### src/rtl/lzw_encode_ctrl.sv
// rtl/lzw_encode_ctrl.sv - LZW encoder prefix tracker feeding the dictionary CAM
module lzw_encode_ctrl #(
  parameter int LOGD = 12
) (
  input  logic            clk,
  input  logic            rst,
  input  logic            in_valid,
  output logic            in_ready,
  input  logic [7:0]      in_data,
  input  logic            in_last,
  output logic            out_valid,
  input  logic            out_ready,
  output logic [LOGD-1:0] out_code,
  output logic            out_last,
  output logic            cam_fire,
  output logic [LOGD-1:0] cam_code,
  output logic [7:0]      cam_c,
  input  logic            cam_busy,
  input  logic            cam_valid,
  input  logic [LOGD:0]   cam_encoding
);

  typedef enum logic [1:0] {EMPTY, HAVE, WAIT, FLUSH} state_t;

  localparam logic [LOGD:0] DEPTH      = {1'b1, {LOGD{1'b0}}};
  localparam logic [LOGD:0] FIRST_CODE = (LOGD+1)'(258);

  state_t          state;
  logic [LOGD-1:0] prefix;
  logic [LOGD:0]   dict_size;
  logic            last_q;
  logic [7:0]      c_q;
  logic            accept;
  logic            cam_hit;

  assign in_ready = (state == EMPTY || state == HAVE) && !cam_busy && !out_valid;
  assign accept   = in_valid && in_ready;
  assign cam_fire = (state == HAVE) && accept;
  assign cam_code = prefix;
  assign cam_c    = in_data;
  // Codes at or beyond our mirrored size are the CAM's "new entry" answers.
  assign cam_hit  = cam_encoding < dict_size;

  always_ff @(posedge clk or posedge rst) begin
    if (rst) begin
      state     <= EMPTY;
      prefix    <= '0;
      dict_size <= FIRST_CODE;
      last_q    <= 1'b0;
      c_q       <= 8'd0;
      out_valid <= 1'b0;
      out_code  <= '0;
      out_last  <= 1'b0;
    end else begin
      if (out_valid && out_ready) out_valid <= 1'b0;
      case (state)
        EMPTY: begin
          if (accept) begin
            prefix <= LOGD'(in_data);
            if (in_last) begin
              out_code  <= LOGD'(in_data);
              out_last  <= 1'b1;
              out_valid <= 1'b1;
            end else begin
              state <= HAVE;
            end
          end
        end
        HAVE: begin
          if (accept) begin
            c_q    <= in_data;
            last_q <= in_last;
            state  <= WAIT;
          end
        end
        WAIT: begin
          if (cam_valid) begin
            if (cam_hit) begin
              prefix <= cam_encoding[LOGD-1:0];
              if (last_q) begin
                out_code  <= cam_encoding[LOGD-1:0];
                out_last  <= 1'b1;
                out_valid <= 1'b1;
                state     <= EMPTY;
              end else begin
                state <= HAVE;
              end
            end else begin
              out_code  <= prefix;
              out_last  <= 1'b0;
              out_valid <= 1'b1;
              prefix    <= LOGD'(c_q);
              // A full dictionary stops growing; the CAM keeps answering DEPTH.
              if (dict_size < DEPTH) dict_size <= dict_size + 1'b1;
              state <= last_q ? FLUSH : HAVE;
            end
          end
        end
        FLUSH: begin
          if (out_valid && out_ready) begin
            out_code  <= prefix;
            out_last  <= 1'b1;
            out_valid <= 1'b1;
            state     <= EMPTY;
          end
        end
        default: state <= EMPTY;
      endcase
    end
  end

endmodule

### config.mk
export PLATFORM = sky130hd
export DESIGN_NAME = lzw_encode_ctrl
export DESIGN_NICKNAME = d
export VERILOG_FILES = /design/src/rtl/lzw_encode_ctrl.sv
export SDC_FILE = /design/constraint.sdc
export NUM_CORES = 1
export LEC_CHECK = 0
export BUFFER_PORTS_ARGS = -buffer_cell sky130_fd_sc_hd__buf_2
export CAP_MARGIN = 40
export CORE_UTILIZATION = 54
export DETAILED_ROUTE_END_ITERATION = 8
export PLACE_DENSITY_LB_ADDON = 0.3
export SETUP_SLACK_MARGIN = 0.02
export SYNTH_ARGS = -nofsm -noshare
export SYNTH_HDL_FRONTEND = slang
export SYNTH_SLANG_ARGS = --single-unit
### constraint.sdc
create_clock -name clk -period 3.3 [get_ports clk]
set_clock_uncertainty 0.2 [all_clocks]
set_input_delay 0.495 -clock clk [delete_from_list [all_inputs] [get_ports clk]]
set_output_delay 0.495 -clock clk [all_outputs]
set_load 0.05 [all_outputs]
Yosys cells after proc, flatten, opt, wreduce, memory -nomap -nowiden
Cells that the tools add are included.

storage, ports and cells
  word-level logic and storage cells = 73
  register bits after elaboration = 50
  input bits = 28

cells by class
  magnitude comparators = 2
  reduce and logical (&&, ||, !) cells = 16
  multiplexer cells = 35
  $add $sub $neg = 1
  bitwise gates (word level) = 1
  eq/ne operators = 10

operators with widths
  kind                     count
  $mux W12                 9
  $pmux W12 S3             1
  $pmux W12 S2             1
  $mux W1                  14
  $mux W2                  7
  $add A13 B1 Y13 const B  1
  $lt A13 B13 Y1           1
  $lt A13 B13 Y1 const B   1
  $ne A2 B2 Y1 const B     6
  $pmux W2 S4              1
  $pmux W1 S3              2
  $reduce_and A6 Y1        1
  $logic_and A1 B1 Y1      5
  $reduce_and A5 Y1        1
  $eq A2 B2 Y1 const B     2
  $reduce_and A4 Y1        1
  $ne A3 B3 Y1 const B     1
  $reduce_and A3 Y1        1
  $reduce_bool A3 Y1       1
  $eq A2 B1 Y1 const B     1
  $logic_not A1 Y1         2
  $logic_not A2 Y1         1
  $reduce_and A2 Y1        1
  $reduce_bool A2 Y1       1
  2 further kinds          2

Logic depth before layout (Yosys ltp)
Gate-level depths: netlist (run 1).

  word-level depth = 7
  depth in mapped cells = 10
  gate-level depth less buffers = 8

Least setup slack after synthesis (run 1)
OpenSTA, ideal clock, no wires.

  path kind = reg-to-reg
  start = reg out_valid
  end = reg prefix[0] (netlist: cam_code[0])
  buffers on the path = 1
  slack = 0.431 ns
  arrival = 2.526 ns
  period minus slack after synthesis = 2.869 ns
  stages on the path, launching flop included = 8
  setup time = 0.142 ns
  path through = dfrtp_1 > nor3_1 > nand2_1 > nand2_1 > nand2_1 > clkbuf_1 > nand2_1 > o221ai_1

between the ends
  cells in the longest elaborated chain, start to end = 5

ends and longest elaborated chain
  item                         RTL line  source
  start, declared              11        output logic out_valid,
  start signal, assigned       51        out_valid <= 1'b0;
  start signal, assigned       55        if (out_valid && out_ready) out_valid <= 1'b0;
  start signal, assigned       63        out_valid <= 1'b1;
  $logic_not A1 Y1             36        assign in_ready = (state == EMPTY || state == HAVE) && !cam_busy && !out_valid;
  $logic_and A1 B1 Y1          36
  net in_ready                 8         output logic in_ready,
  $logic_and A1 B1 Y1          37        assign accept = in_valid && in_ready;
  $ne A2 B2 Y1 (no line)       n/a
  $reduce_and A3 Y1 (no line)  n/a
  end signal, assigned         59        prefix <= LOGD'(in_data);
  end signal, assigned         79        prefix <= cam_encoding[LOGD-1:0];
  end signal, assigned         92        prefix <= LOGD'(c_q);
  end, declared                29        logic [LOGD-1:0] prefix;

The timed path passes the listed nets, and every way through them passes these cells.
A chain may end at the register's enable or synchronous reset.

Worst setup path in the final report (run 1)
  start = reg dict_size[12]
  end = reg out_code[6]

between the ends
  cells in the longest elaborated chain, start to end = 4

ends and longest elaborated chain
  item                    RTL line  source
  start, declared         30        logic [LOGD:0] dict_size;
  start signal, assigned  94        if (dict_size < DEPTH) dict_size <= dict_size + 1'b1;
  $lt A13 B13 Y1 (*)      42        assign cam_hit = cam_encoding < dict_size;
  $mux W12                78        if (cam_hit) begin
  $mux W12                77        if (cam_valid) begin
  $pmux W12 S3            56        case (state)
  end signal, assigned    61        out_code <= LOGD'(in_data);
  end signal, assigned    81        out_code <= cam_encoding[LOGD-1:0];
  end signal, assigned    89        out_code <= prefix;
  end, declared           13        output logic [LOGD-1:0] out_code,

Every way passes the cells marked *; elsewhere a longest branch is shown, timed or not. The select of a mux whose other input is x is not followed.

==> impl_metrics.toml, run 1 <==
[global_route]
grt_max_degree = 31
grt_pass1_wl_microns = 10900
grt-ovfl-total = 0
grt_antenna_before_repair = 0
grt_pass1_vias = 2253
grt_usage_pct = 27.45

[cts]
cts_tree = "yes"
max-clock-path-buffers = 2
root_buffer = "clkbuf_8"
h-tree-depth = 2
clock_latency_ns = 0.31
postCtsSetupRepairBufs = 0
clkSlewWorstSetupHoldPaths_ns = 0.10
cts_hold_buf = 1
post_cts_resized = 0
cts_made_buffers = 5
cts.sinks = 50

[setup_path]
path_cells = "inv_1 -> ha_1 -> nand4_1 -> or2_1 -> o311ai_2 -> nor2_1 -> buf_4 -> a222oi_1 -> o21ai_0"
cpPeakStageDelay_ns = 0.45
arrival_ns = 2.94
crit_fanout = 6
rrSetupSlack_ns = 0.35
cp_slowest_cell = "dfrtp_1"
cp_data_required_time_ns = 3.29
rr_startpoint = "dict_size[12]$_DFFE_PP0P_"
crit_end = "out_code[6]$_DFFE_PP0P_"
cp-start-kind = "register"
startpoint = "dict_size[12]$_DFFE_PP0P_"
rr_worst_depth = 9
path_class = "reg2reg"
reg2reg_to = "out_code[6]$_DFFE_PP0P_"
cp-end-kind = "register"

[power]
power.switching_mw = 1.284
ir_drop_mv = 0.6530
power_density_nw_per_um2 = 818.1
p_seq_share_pct = 37.1
power.share.clock_pct = 14.6
power_leakage_nw = 1.628
switching_share_pct = 48.89
intPower_mw = 1.342
power_frac_comb_pct = 48.3

[placed_design]
portBuffers = 63
dp_hpwl_microns = 5025
placed_cell_area_sq_um = 3100
gp_congestion = 0.8999

[timing]
fin_crit_sh_pct = 89.31
hold_viol = 0
setup_violations = 0
fmax_mhz = 339.3
finalSetupTns_ns = 0
period_minus_slack_ns = 2.947
rsz0062_at_grt = "false"
drv_slew = 0
worst_slew_pin_slew_ns = 0.7753
slew_headroom_pct = 48.19

[route]
first_pass_iters = 5
drc = 0
wl_per_cell_microns = 16.59
via_count = 2281
drtIter0Drc = 184
finalWirelength_microns = 6668
ant_nets = 0
avgViaCountPerCell = 5.674

[finish]
fillers = 382
drive_gt1_share_pct = 28.66
finalInstanceArea_sq_um = 3211
nNetsFinal = 375
antennaDiodeCount = 0
syn2layout_area_growth_pct = 17.22

[synth]
syn_area_sq_um = 2739
yosys_register_bits = 50
ys_warn_count = 0
syn_inst = 276
ys_seq_area_share_pct = 45.77
postSynth.asyncResetShare_pct = 100.0
synth_edf_count = 0
syn_nets = 317
syn_area_per_cell_sq_um = 9.923
yosysUniqueCellTypes = 40
ys.flop_type = "dfrtp_1"

[floorplan]
start_util_pct = 57.23
die_area_sq_um = 5360
core_area_sq_um = 4786
die_w_microns = 73.22
die_y_microns = 73.22
placementRows = 25
ioPinCount = 64

[run_status]
run_status = "finished clean"

[flow_run]
maxCapViolCount = 0

[worst_hold_path]
hp-class = "in2reg"
==> routing by layer <==
| layer | track usage (%) | up-vias | share of wire (%) |
|---|---|---|---|
| met5 | 0 | - | 0 |
| met4 | 11.55 | 0 | 1.9 |
| met3 | 5.387 | 13 | 6.2 |
| met2 | 45.37 | 79 | 49 |
| met1 | 35.16 | 1096 | 43 |
| li1 | - | 1093 | - |
==> flip-flops by register name, summed over array words and instances (netlist names) <==
name       flops
cam_code      12
dict_size     13
out_last       1
state          2
last_q         1
out_valid      1
out_code      12
c_q            8
==> kinds of logic (layout without fill, tap and decap cells) <==
family          Yosys count  after routing  synth area share (%)
simple gates             86             86                 14.98
mux                      24             24                 9.228
xor+xnor                 11             11                 3.518
flops                    50             50                 45.77
buf+inv                  39             98                 6.533
fa+ha+maj                13             13                 5.939
compound gates           53             53                 14.03
==> per-stage QoR <==
| stage | instances | hold WS, ns | total power [mW] | utilization (%) | worst slack [ns] |
|---|---|---|---|---|---|
| after global routing | 402 | 0.2548 | 2.774 | 67.09 | 0.1642 |
| final | 402 | 0.2528 | 2.626 | 67.09 | 0.3528 |
| after CTS | 402 | 0.2463 | 2.637 | 67.09 | 0.3928 |
| after floorplan | 276 | 0.2787 | 1.921 | - | 0.4315 |
| after global placement | 392 | 0.2602 | 2.217 | 64.37 | 0.4541 |
| after detailed placement | 393 | 0.2649 | 2.255 | 64.78 | 0.3784 |
==> worst max-delay path, delay by kind of cell (launching register included) <==
family	cells	cell delay (ns)
AOI/OAI and AO/OA	3	0.96
buffers and inverters	2	0.32
adders and majority gates	1	0.34
and+or+nand+nor	3	0.56
DFF	1	0.45
==> synthesized netlist by cell type (all sizes together), types with 2 or more instances <==
master,n,area (sq um)
a21oi,6,30.03
a222oi,6,60.06
and3,2,12.51
buf,10,70.07
clkbuf,10,37.54
dfrtp,48,1201
dfstp,2,52.55
ha,13,162.7
inv,19,71.32
mux2,10,112.6
mux2i,14,140.1
nand2,50,187.7
nand3,5,25.02
nand4,5,31.28
nor2,8,30.03
nor2b,2,12.51
nor3,2,15.01
nor4,5,46.29
nor4b,2,17.52
o211ai,3,22.52
o21a,3,22.52
o21ai,17,85.08
o221ai,9,78.83
or2,2,12.51
or3,2,12.51
xnor2,11,96.34
==> cell usage in the layout, fill, tap and decap left out, drive strengths merged, types with 6 or more instances in the layout <==
cell type,Yosys,final
mux2,10,10
inv,19,19
nand2,50,50
a222oi,6,6
ha,13,13
a21oi,6,6
o21ai,17,17
xnor2,11,11
dfrtp,48,48
o221ai,9,9
mux2i,14,14
buf,10,70
nor2,8,8
clkbuf,10,6
==> area by class of cell <==
| type | instances | area [sq um] | area share, % |
|---|---|---|---|
| flip-flops and latches | 50 | 1254 | 39.05 |
| multi-input cells | 187 | 1311 | 40.84 |
| well taps | 67 | 83.83 | 2.611 |
| inverters | 19 | 71.32 | 2.221 |
| clock inverters | 2 | 17.52 | 0.5456 |
| clock buffers | 6 | 82.58 | 2.572 |
| repair buffers | 71 | 390.4 | 12.16 |
==> power groups by stage <==
stage	logic [mW]	registers (mW)	clock network (mW)
after global placement	1.24	0.975	0
after global routing	1.36	1.00	0.411
after CTS	1.27	0.974	0.390
after detailed placement	1.27	0.986	0
after floorplan	0.517	1.40	0
final	1.27	0.975	0.384
==> worst min-delay path by stage <==
stage / from / endpoint / depth (start not counted)
after floorplan: c_q[0]$_DFFE_PP0P_ / c_q[0]$_DFFE_PP0P_ / 1
after global placement: out_code[6]$_DFFE_PP0P_ / out_code[6]$_DFFE_PP0P_ / 2
after detailed placement: out_code[6]$_DFFE_PP0P_ / out_code[6]$_DFFE_PP0P_ / 2
after CTS: cam_encoding[10] / cam_code[10]$_DFFE_PP0P_ / 3
after global routing: in_data[1] / c_q[1]$_DFFE_PP0P_ / 2
final: cam_encoding[10] / cam_code[10]$_DFFE_PP0P_ / 3
No activity file was read; power rests on OpenSTA's default activity.
==> inputs of run 2 (changes only) <==
Settings changed: CORE_MARGIN set to 2, RECOVER_POWER set to 50.
==> impl_metrics.toml, run 2 (same netlist as run 1, synthesis figures left out) <==
[timing]
setup_violations = 0
finalSetupTns_ns = 0
fmax_mhz = 340.5
drv_slew = 0
fin_crit_sh_pct = 89.00
hold_viol = 0
rsz0062_at_grt = "false"
whs_ns = 0.2195
slew_headroom_pct = 8.599
worst_slew_pin_slew_ns = 1.371
period_minus_slack_ns = 2.937

[setup_path]
cp_data_required_time_ns = 3.28
cp-start-kind = "register"
path_class = "reg2reg"
arrival_ns = 2.92
rr_startpoint = "dict_size[8]$_DFFE_PP1P_"
cpPeakStageDelay_ns = 0.56
rrSetupSlack_ns = 0.36
startpoint = "dict_size[8]$_DFFE_PP1P_"
rr_worst_depth = 9
reg2reg_to = "out_code[4]$_DFFE_PP0P_"
crit_fanout = 6
path_cells = "inv_1 -> ha_1 -> a21oi_1 -> o221a_2 -> o311ai_2 -> buf_4 -> nor2_1 -> mux2i_1 -> o211ai_1"
cp-end-kind = "register"
cp_slowest_cell = "nor2_1"
crit_end = "out_code[4]$_DFFE_PP0P_"

[floorplan]
start_util_pct = 56.86
die_y_microns = 75.22
placementRows = 25
core_area_sq_um = 4817
die_w_microns = 75.22
die_area_sq_um = 5657
ioPinCount = 64

[finish]
final_cell_mix = "nand2_1 (50), dfrtp_1 (48), buf_2 (45)"
fillers = 422
finalInstanceArea_sq_um = 3164
regArea_sq_um = 1254
drive_gt1_share_pct = 22.52
largest_reg_flops = 13
layout_commonest_cell = "nand2_1"
final_cell_count_no_fill = 400
syn2layout_area_growth_pct = 15.53
top_register = "dict_size"
antennaDiodeCount = 0
nNetsFinal = 373
multi_input_area_sq_um = 1311

[power]
power_leakage_nw = 1.562
power.switching_mw = 1.276
power.share.clock_pct = 15.6
intPower_mw = 1.358
p_seq_share_pct = 37.0
power_frac_comb_pct = 47.4
ir_drop_mv = 0.5628
switching_share_pct = 48.45
power_density_nw_per_um2 = 832.6

[cts]
max-clock-path-buffers = 2
clock_latency_ns = 0.30
cts.sinks = 50
root_buffer = "clkbuf_8"
clkSlewWorstSetupHoldPaths_ns = 0.09
post_cts_resized = 0
postCtsSetupRepairBufs = 0
cts_tree = "yes"
cts_made_buffers = 5
h-tree-depth = 2
cts_hold_buf = 0

[global_route]
grt_pass1_wl_microns = 10850
grt_antenna_before_repair = 0
grt_max_degree = 28
grt_pass1_vias = 2164
grt-ovfl-total = 0
grt_usage_pct = 26.02

[route]
first_pass_iters = 6
ant_nets = 0
finalWirelength_microns = 6589
avgViaCountPerCell = 5.885
wl_per_cell_microns = 16.47
drtIter0Drc = 204
via_count = 2354
drc = 0

[placed_design]
placed_cell_area_sq_um = 3100
portBuffers = 63
gp_congestion = 0.8556
dp_hpwl_microns = 4862
dp.cells = 392

[flow_run]
maxCapViolCount = 0

[run_status]
run_status = "finished clean"

[worst_hold_path]
hp-class = "in2async"
run 2: how the worst min path moves through the flow:
stage,startpoint,end,depth (start not counted)
6_report,rst,cam_code[11]$_DFFE_PP0P_,2
5_1_grt,in_last,last_q$_DFFE_PP0P_,2
4_1_cts,rst,cam_code[11]$_DFFE_PP0P_,2
3_5_place_dp,out_code[1]$_DFFE_PP0P_,out_code[1]$_DFFE_PP0P_,2
3_3_place_gp,out_code[3]$_DFFE_PP0P_,out_code[3]$_DFFE_PP0P_,2
2_1_floorplan,c_q[0]$_DFFE_PP0P_,c_q[0]$_DFFE_PP0P_,1
run 2: power groups by stage:
stage,clock [mW],combinational (mW),sequential [mW]
floorplan,0,0.517,1.40
global placement,0,1.23,0.970
detailed placement,0,1.27,0.978
CTS,0.419,1.27,0.968
global route,0.439,1.34,1.00
finish,0.411,1.25,0.974
run 2: layout make-up:
type / count / area share (%)
clock buffers: 8 / 3.480
flip-flops and latches: 50 / 39.62
inverters: 19 / 2.254
repair buffers: 69 / 10.56
multi-input cells: 187 / 41.44
well taps: 67 / 2.649
run 2: per-stage QoR:
stage,utilization [%],total power [mW],setup slack [ns]
finish,65.69,2.635,0.3631
global route,65.69,2.787,0.2379
CTS,66.65,2.657,0.3771
detailed placement,64.36,2.246,0.3267
global placement,63.79,2.203,0.3721
floorplan,-,1.921,0.4315
run 2: critical path, delay by kind of cell (launching register included):
| family | cells | cell delay (ns) |
|---|---|---|
| multiplexers | 1 | 0.30 |
| flip-flops | 1 | 0.55 |
| buffers and inverters | 2 | 0.28 |
| adder cells (fa/ha/maj) | 1 | 0.31 |
| AND/OR/NAND/NOR | 1 | 0.56 |
| AO/OA/AOI/OAI | 4 | 0.63 |
run 2: routing by layer:
layer | track usage, % | up-vias | wire length, microns
li1 | - | 1087 | -
met1 | 35.66 | 1139 | 2804
met2 | 43.37 | 120 | 3204
met3 | 4.953 | 8 | 522
met4 | 5.653 | 0 | 57
met5 | 0 | - | 0
